$ cat config.mk
export PLATFORM = sky130hd
export DESIGN_NAME = conv_acc_requant
export DESIGN_NICKNAME = d
export VERILOG_FILES = /design/src/rtl/conv_pkg.sv /design/src/rtl/conv_requant_sat.sv /design/src/rtl/conv_acc_requant.sv
export SDC_FILE = /design/constraint.sdc
export NUM_CORES = 1
export LEC_CHECK = 0
export CORE_AREA = 2 2 122 124
export CTS_BUF_LIST = sky130_fd_sc_hd__clkbuf_4
export CTS_CLUSTER_DIAMETER = 100
export DETAILED_ROUTE_END_ITERATION = 8
export DIE_AREA = 0 0 124 126
export GPL_ROUTABILITY_DRIVEN = 0
export GPL_TIMING_DRIVEN = 1
export PLACE_DENSITY_LB_ADDON = 0.3
export SLEW_MARGIN = 20
export SYNTH_ARGS = -nofsm -noshare
export SYNTH_HDL_FRONTEND = slang
export SYNTH_SLANG_ARGS = --single-unit
export TNS_END_PERCENT = 30
$ cat constraint.sdc
create_clock -name ap_clk -period 4.9 [get_ports ap_clk]
set_clock_uncertainty 0.05 [all_clocks]
set_input_delay 0.98 -clock ap_clk [delete_from_list [all_inputs] [get_ports ap_clk]]
set_output_delay 0.98 -clock ap_clk [all_outputs]
set_load 0.1 [all_outputs]
$ cat src/rtl/conv_pkg.sv
// Shared types and constants for the convolution accumulate/requantize datapath.
package conv_pkg;

  localparam int unsigned PROD_W = 21;
  localparam int unsigned OUT_W  = 8;
  localparam int unsigned ACC_W  = 32;

  typedef logic [PROD_W-1:0] prod_t;
  typedef logic [ACC_W-1:0]  acc_t;
  typedef logic [OUT_W-1:0]  pix_t;

  typedef enum logic [0:0] {
    IDLE,
    ACC
  } acc_state_e;

  // Ceiling log2; clog2(0) and clog2(1) both return 0.
  function automatic int unsigned clog2(input int unsigned v);
    int unsigned r;
    r = 0;
    for (int unsigned i = 0; i < 32; i++) begin
      if (v > 0 && ((v - 1) >> i) != 0) r = i + 1;
    end
    return r;
  endfunction

endpackage

$ cat src/rtl/conv_requant_sat.sv
// Combinational round-half-up, right shift and unsigned saturation of an accumulator to a pixel.
module conv_requant_sat #(
  parameter int unsigned ACC_W = conv_pkg::ACC_W,
  parameter int unsigned SHIFT = 4,
  parameter int unsigned OUT_W = conv_pkg::OUT_W
) (
  input  logic [ACC_W-1:0] acc,
  output logic [OUT_W-1:0] pix
);

  localparam logic [ACC_W-1:0] Round  = ACC_W'((64'd1 << SHIFT) >> 1);
  localparam logic [ACC_W-1:0] PixMax = ACC_W'((64'd1 << OUT_W) - 64'd1);

  logic [ACC_W-1:0] sum;
  logic [ACC_W-1:0] q;

  always_comb begin
    sum = acc + Round;
    q   = sum >> SHIFT;
    pix = (q > PixMax) ? '1 : q[OUT_W-1:0];
  end

endmodule

$ cat src/rtl/conv_acc_requant.sv
// Accumulates TERMS products plus bias per window and emits a requantized pixel on a
// single-entry valid/ready output register.
module conv_acc_requant #(
  parameter int unsigned PROD_W = conv_pkg::PROD_W,
  parameter int unsigned TERMS  = 9,
  parameter int unsigned ACC_W  = conv_pkg::ACC_W,
  parameter int unsigned SHIFT  = 4,
  parameter int unsigned OUT_W  = conv_pkg::OUT_W
) (
  input  logic              ap_clk,
  input  logic              ap_rst_n,
  input  logic [PROD_W-1:0] prod_tdata,
  input  logic              prod_tvalid,
  input  logic              prod_tlast,
  output logic              prod_tready,
  input  logic [15:0]       cfg_bias,
  output logic [OUT_W-1:0]  pix_tdata,
  output logic              pix_tvalid,
  input  logic              pix_tready,
  output logic              err_last,
  input  logic              err_clr
);

  import conv_pkg::*;

  localparam int unsigned CntW = (clog2(TERMS) > 0) ? clog2(TERMS) : 1;
  localparam logic [CntW-1:0] CntLast = CntW'(TERMS - 1);

  if (TERMS < 1) begin : g_bad_terms
    $error("conv_acc_requant: TERMS must be >= 1");
  end
  if (ACC_W < PROD_W + clog2(TERMS) + 1) begin : g_bad_acc_w
    $error("conv_acc_requant: ACC_W too narrow for PROD_W and TERMS");
  end
  if (SHIFT > ACC_W - 9) begin : g_bad_shift
    $error("conv_acc_requant: SHIFT out of range");
  end

  acc_state_e       state_q, state_d;
  logic [ACC_W-1:0] acc_q, acc_d;
  logic [ACC_W-1:0] acc_base, acc_next;
  logic [CntW-1:0]  cnt_q, cnt_d;
  logic [OUT_W-1:0] pix_q, pix_d, pix_sat;
  logic             pix_valid_q, pix_valid_d;
  logic             err_q, err_d;
  logic             last_term, closing, accept, close, mismatch;

  assign last_term = (cnt_q == CntLast);
  // Depends only on tlast and the counter, never on tvalid, so ready has no loop through valid.
  assign closing   = last_term | prod_tlast;

  assign prod_tready = ap_rst_n & ~(pix_valid_q & ~pix_tready & closing);
  assign accept      = prod_tvalid & prod_tready;
  assign close       = accept & closing;
  assign mismatch    = accept & (prod_tlast ^ last_term);

  // The first term of a window folds the bias in instead of the stale accumulator.
  assign acc_base = (state_q == IDLE) ? ACC_W'(cfg_bias) : acc_q;
  assign acc_next = acc_base + ACC_W'(prod_tdata);

  conv_requant_sat #(
    .ACC_W (ACC_W),
    .SHIFT (SHIFT),
    .OUT_W (OUT_W)
  ) u_sat (
    .acc (acc_next),
    .pix (pix_sat)
  );

  always_comb begin
    state_d     = state_q;
    acc_d       = acc_q;
    cnt_d       = cnt_q;
    pix_d       = pix_q;
    pix_valid_d = pix_valid_q;
    err_d       = err_q;

    if (pix_valid_q && pix_tready) pix_valid_d = 1'b0;

    if (accept) begin
      if (close) begin
        state_d     = IDLE;
        cnt_d       = '0;
        acc_d       = '0;
        pix_d       = pix_sat;
        pix_valid_d = 1'b1;
      end else begin
        state_d = ACC;
        cnt_d   = cnt_q + CntW'(1);
        acc_d   = acc_next;
      end
    end

    if (mismatch) begin
      err_d = 1'b1;
    end else if (err_clr) begin
      err_d = 1'b0;
    end
  end

  always_ff @(posedge ap_clk or negedge ap_rst_n) begin
    if (!ap_rst_n) begin
      state_q     <= IDLE;
      acc_q       <= '0;
      cnt_q       <= '0;
      pix_q       <= '0;
      pix_valid_q <= 1'b0;
      err_q       <= 1'b0;
    end else begin
      state_q     <= state_d;
      acc_q       <= acc_d;
      cnt_q       <= cnt_d;
      pix_q       <= pix_d;
      pix_valid_q <= pix_valid_d;
      err_q       <= err_d;
    end
  end

  assign pix_tdata  = pix_q;
  assign pix_tvalid = pix_valid_q;
  assign err_last   = err_q;

endmodule

==> flow_summary_export.csv <==
group,metric,value,unit
outcome,status,"finished, final reports clean",
place,dp_hpwl,10800,µm
routing,vias_per_cell,5.29,
worst_hold_path,hold_path_class,"register to register",
sta,setup_viol,0,
setup_path,cp-start-kind,"primary input",
clock_network,clk_pin_slew_worst_paths,0.17,ns
sta,hold_violations,0,
synthesis,synth_edf_count,0,
floorplanning,rows,44,
grt,antenna_found_initial,1,
floorplanning,coreArea,0.0143,mm²
setup_path,timing.reg2reg.setup_slack,0.35,ns
sta,maxSlewHeadroom,34.3,%
synthesis,yosysWarnings,0,
grt,overflow,0,
setup_path,end_kind,"register",
synthesis,synth_flop_cell,"dfrtp_1",
power_and_ir_drop,p_per_area,404,mW/mm²
power_and_ir_drop,peakVddDrop,0.000147,V
synthesis,ys_seq_area_share,26.9,%
floorplanning,die_h,126,µm
setup_path,path_class,"primary input to register",
floorplanning,start_util,30.5,%
synthesis,ys_types,70,
grt,first_global_vias,4369,
synthesis,async_flop_share,100,%
synthesis,syn-cell-area,0.00437,mm²
flow_run,drv_cap,0,
floorplanning,die_x,124,µm
clock_network,cts_buffers,5,
clock_network,cts_root_buf,"clkbuf_4",
synthesis,synth_cells,516,
sta,min_period,4.68,ns
synthesis,synth_area_per_cell,8.46,µm²
sta,tns,0,ns
clock_network,clock_latency,0.40,ns
clock_network,clockBufferDepth,2,
routing,first_pass_iters,5,
setup_path,critPathBufInv,3,
sta,worst-slew-pin-transition,0.982,ns
layout,nets,721,
sta,rsz0062_at_grt,"no",
setup_path,max_stage_delay,0.44,ns
routing,vias,4430,
routing,drt_iter0_drc,228,
routing,routedWlPerCell,16.4,µm
routing,finalWirelength,13700,µm
routing,ant_nets,0,
power_and_ir_drop,p_leak,0.00251,µW
setup_path,slowest_stage,"clkdlybuf4s50_1",
clock_network,cts_tree,"yes",
setup_path,cp_top_family,"compound AO/OA/AOI/OAI gates",
setup_path,crit_arrival,4.92,ns
layout,area_delta_synth_final,33.5,%
floorplanning,dieArea,0.0156,mm²
setup_path,worstPathCellList,"clkdlybuf4s50_1 > mux2_2 > ha_1 > a21oi_1 > o21ai_1 > a211o_1 > and3_1 > a2111oi_2 > nand4_2 > buf_4 > nor3_1 > and3_1 > mux2_4 > nor4_4 > buf_4 > a31oi_1",
clock_network,cts_max_level,2,
sta,max_freq,0.213,GHz
place,place.port_buffers,53,
setup_path,path_max_fanout,8,
layout,final_layout_size_suffix_gt1_share,22.7,%
clock_network,cts_hold_buf,0,
routing,route.detailed.drc,0,
synthesis,synth-seq-cells,47,
setup_path,worstPathRequired,5.14,ns
synthesis,syn-num-nets,586,
grt,grt_pass1_wl,22500,µm
sta,fin_crit_sh,95.6,%
sta,timing.hold.ws,0.445,ns
sta,slew_violations,0,
floorplanning,pin_count,54,
grt,grt_max_degree,51,
clock_network,numClockSinks,47,
grt,grt_util_all_layers,18.1,%
## worst reg2reg max path: cells and delay by family (launching register included)
| family | cells | cell delay, ns |
|---|---|---|
| adder cells (fa/ha/maj) | 1 | 0.35 |
| buffers and inverters | 3 | 0.62 |
| AO/OA/AOI/OAI | 5 | 1.22 |
| multiplexers | 2 | 0.69 |
| AND/OR/NAND/NOR | 5 | 0.91 |
| flip-flops | 1 | 0.59 |
## path summary, 6_finish.rpt
check / start / end / depth (start not counted)
max in group asynchronous: ap_rst_n / acc_q[30]$_DFFE_PN0P_ / 2
hold / removal: acc_q[2]$_DFFE_PN0P_ / acc_q[2]$_DFFE_PN0P_ / 2
min in group asynchronous: ap_rst_n / err_last$_DFFE_PN0P_ / 2
setup reg to reg: state_q$_DFFE_PN0P_ / pix_tdata[1]$_DFFE_PN0P_ / 16
hold reg to reg: acc_q[2]$_DFFE_PN0P_ / acc_q[2]$_DFFE_PN0P_ / 2
setup / recovery: cfg_bias[12] / pix_tdata[1]$_DFFE_PN0P_ / 16
## metrics by stage
step	total power (µW)	cells	worst slack (ns)	instance area (µm²)	util, %
2_1_floorplan	1470	516	0.122	4370	-
3_3_place_gp	2110	825	-0.255	5710	39.9
3_5_place_dp	2120	825	-0.280	5710	39.9
4_1_cts	2340	833	0.106	5770	40.3
5_1_grt	2540	837	0.0128	5830	40.7
6_report	2360	837	0.216	5830	40.7
## cell families (layout without fill, tap and decap cells)
| group | after synthesis | count (layout) | synth area share (%) |
|---|---|---|---|
| buffers and inverters | 33 | 169 | 3.35 |
| adders and majority gates | 27 | 27 | 7.91 |
| xor gates and xnor gates | 35 | 35 | 7.19 |
| and+or+nand+nor | 199 | 199 | 24.3 |
| AOI/OAI and AO/OA | 157 | 157 | 25.6 |
| DFF | 47 | 47 | 26.9 |
| other | 0 | 1 | 0 |
| muxes | 18 | 18 | 4.67 |
## cells in the final DEF (no fill, tap or decap), types with 4 or more instances in the layout
cell,synthesis,layout
buf_4,3,96
a21o_1,9,9
o21ai_0,37,36
clkdlybuf4s50_1,0,51
o21ai_1,3,4
a21oi_2,4,4
inv_1,13,13
ha_1,26,26
xor2_1,21,21
nand3_1,23,23
nor2_1,33,33
and4_1,5,5
a31oi_1,8,8
nand4_1,9,9
a211oi_1,5,5
nor3_1,18,18
clkbuf_4,0,5
o211ai_1,7,7
mux2_2,15,15
xnor2_1,13,13
a22o_1,19,19
nand2_1,59,59
dfrtp_1,47,46
a21oi_1,32,31
nor2b_1,5,5
and3_1,7,7
or3_1,6,6
and2_1,10,10
## sequential cells by signal, indices dropped and copies added, names as in the netlist
name,count
acc_q,32
cnt_q,4
err_last,1
pix_tdata,8
pix_tvalid,1
state_q,1
## power by group
part | internal (µW) | leakage [µW] | switching [µW]
Sequential | 470 | 0.000589 | 70.6
Clock | 59.2 | 0.0000360 | 152
Combinational | 736 | 0.00189 | 868
## layer usage
metal / wire (µm) / global-route usage (%) / vias up
li1: - / - / 2196
met1: 6620 / 25.7 / 2111
met2: 6250 / 28.7 / 101
met3: 501 / 1.45 / 22
met4: 368 / 6.15 / 0
met5: 0 / 0 / -
## synth_stat cells, types with 10 or more instances
cell	n	share of area, %
xor2_1	21	4.2
inv_1	13	1.1
and2_1	10	1.4
xnor2_1	13	2.6
nand2_1	59	5.1
nand3_1	23	2.6
a22o_1	19	3.8
o21ai_0	37	4.2
ha_1	26	7.4
clkbuf_1	13	1.1
dfrtp_1	47	27
a21oi_1	32	3.7
nor3_1	18	2.1
mux2_2	15	3.9
nor2_1	33	2.8
## timing repair
item                       in CTS  in global routing
gates resized for setup         0                  7
buffers inserted                0                  3
setup endpoints to repair       0                  8
hold endpoints to repair        0                  0
## area by class of cell
| class | count | area, µm² |
|---|---|---|
| clock inverters | 3 | 22.5 |
| repair buffers | 148 | 1240 |
| fillers | 1485 | 8480 |
| inverters | 13 | 48.8 |
| diodes | 1 | 2.50 |
| well taps | 184 | 230 |
| multi-input cells | 436 | 3070 |
| clock buffers | 5 | 37.5 |
| flip-flops and latches | 47 | 1180 |
No activity file was read; power rests on OpenSTA's default activity.
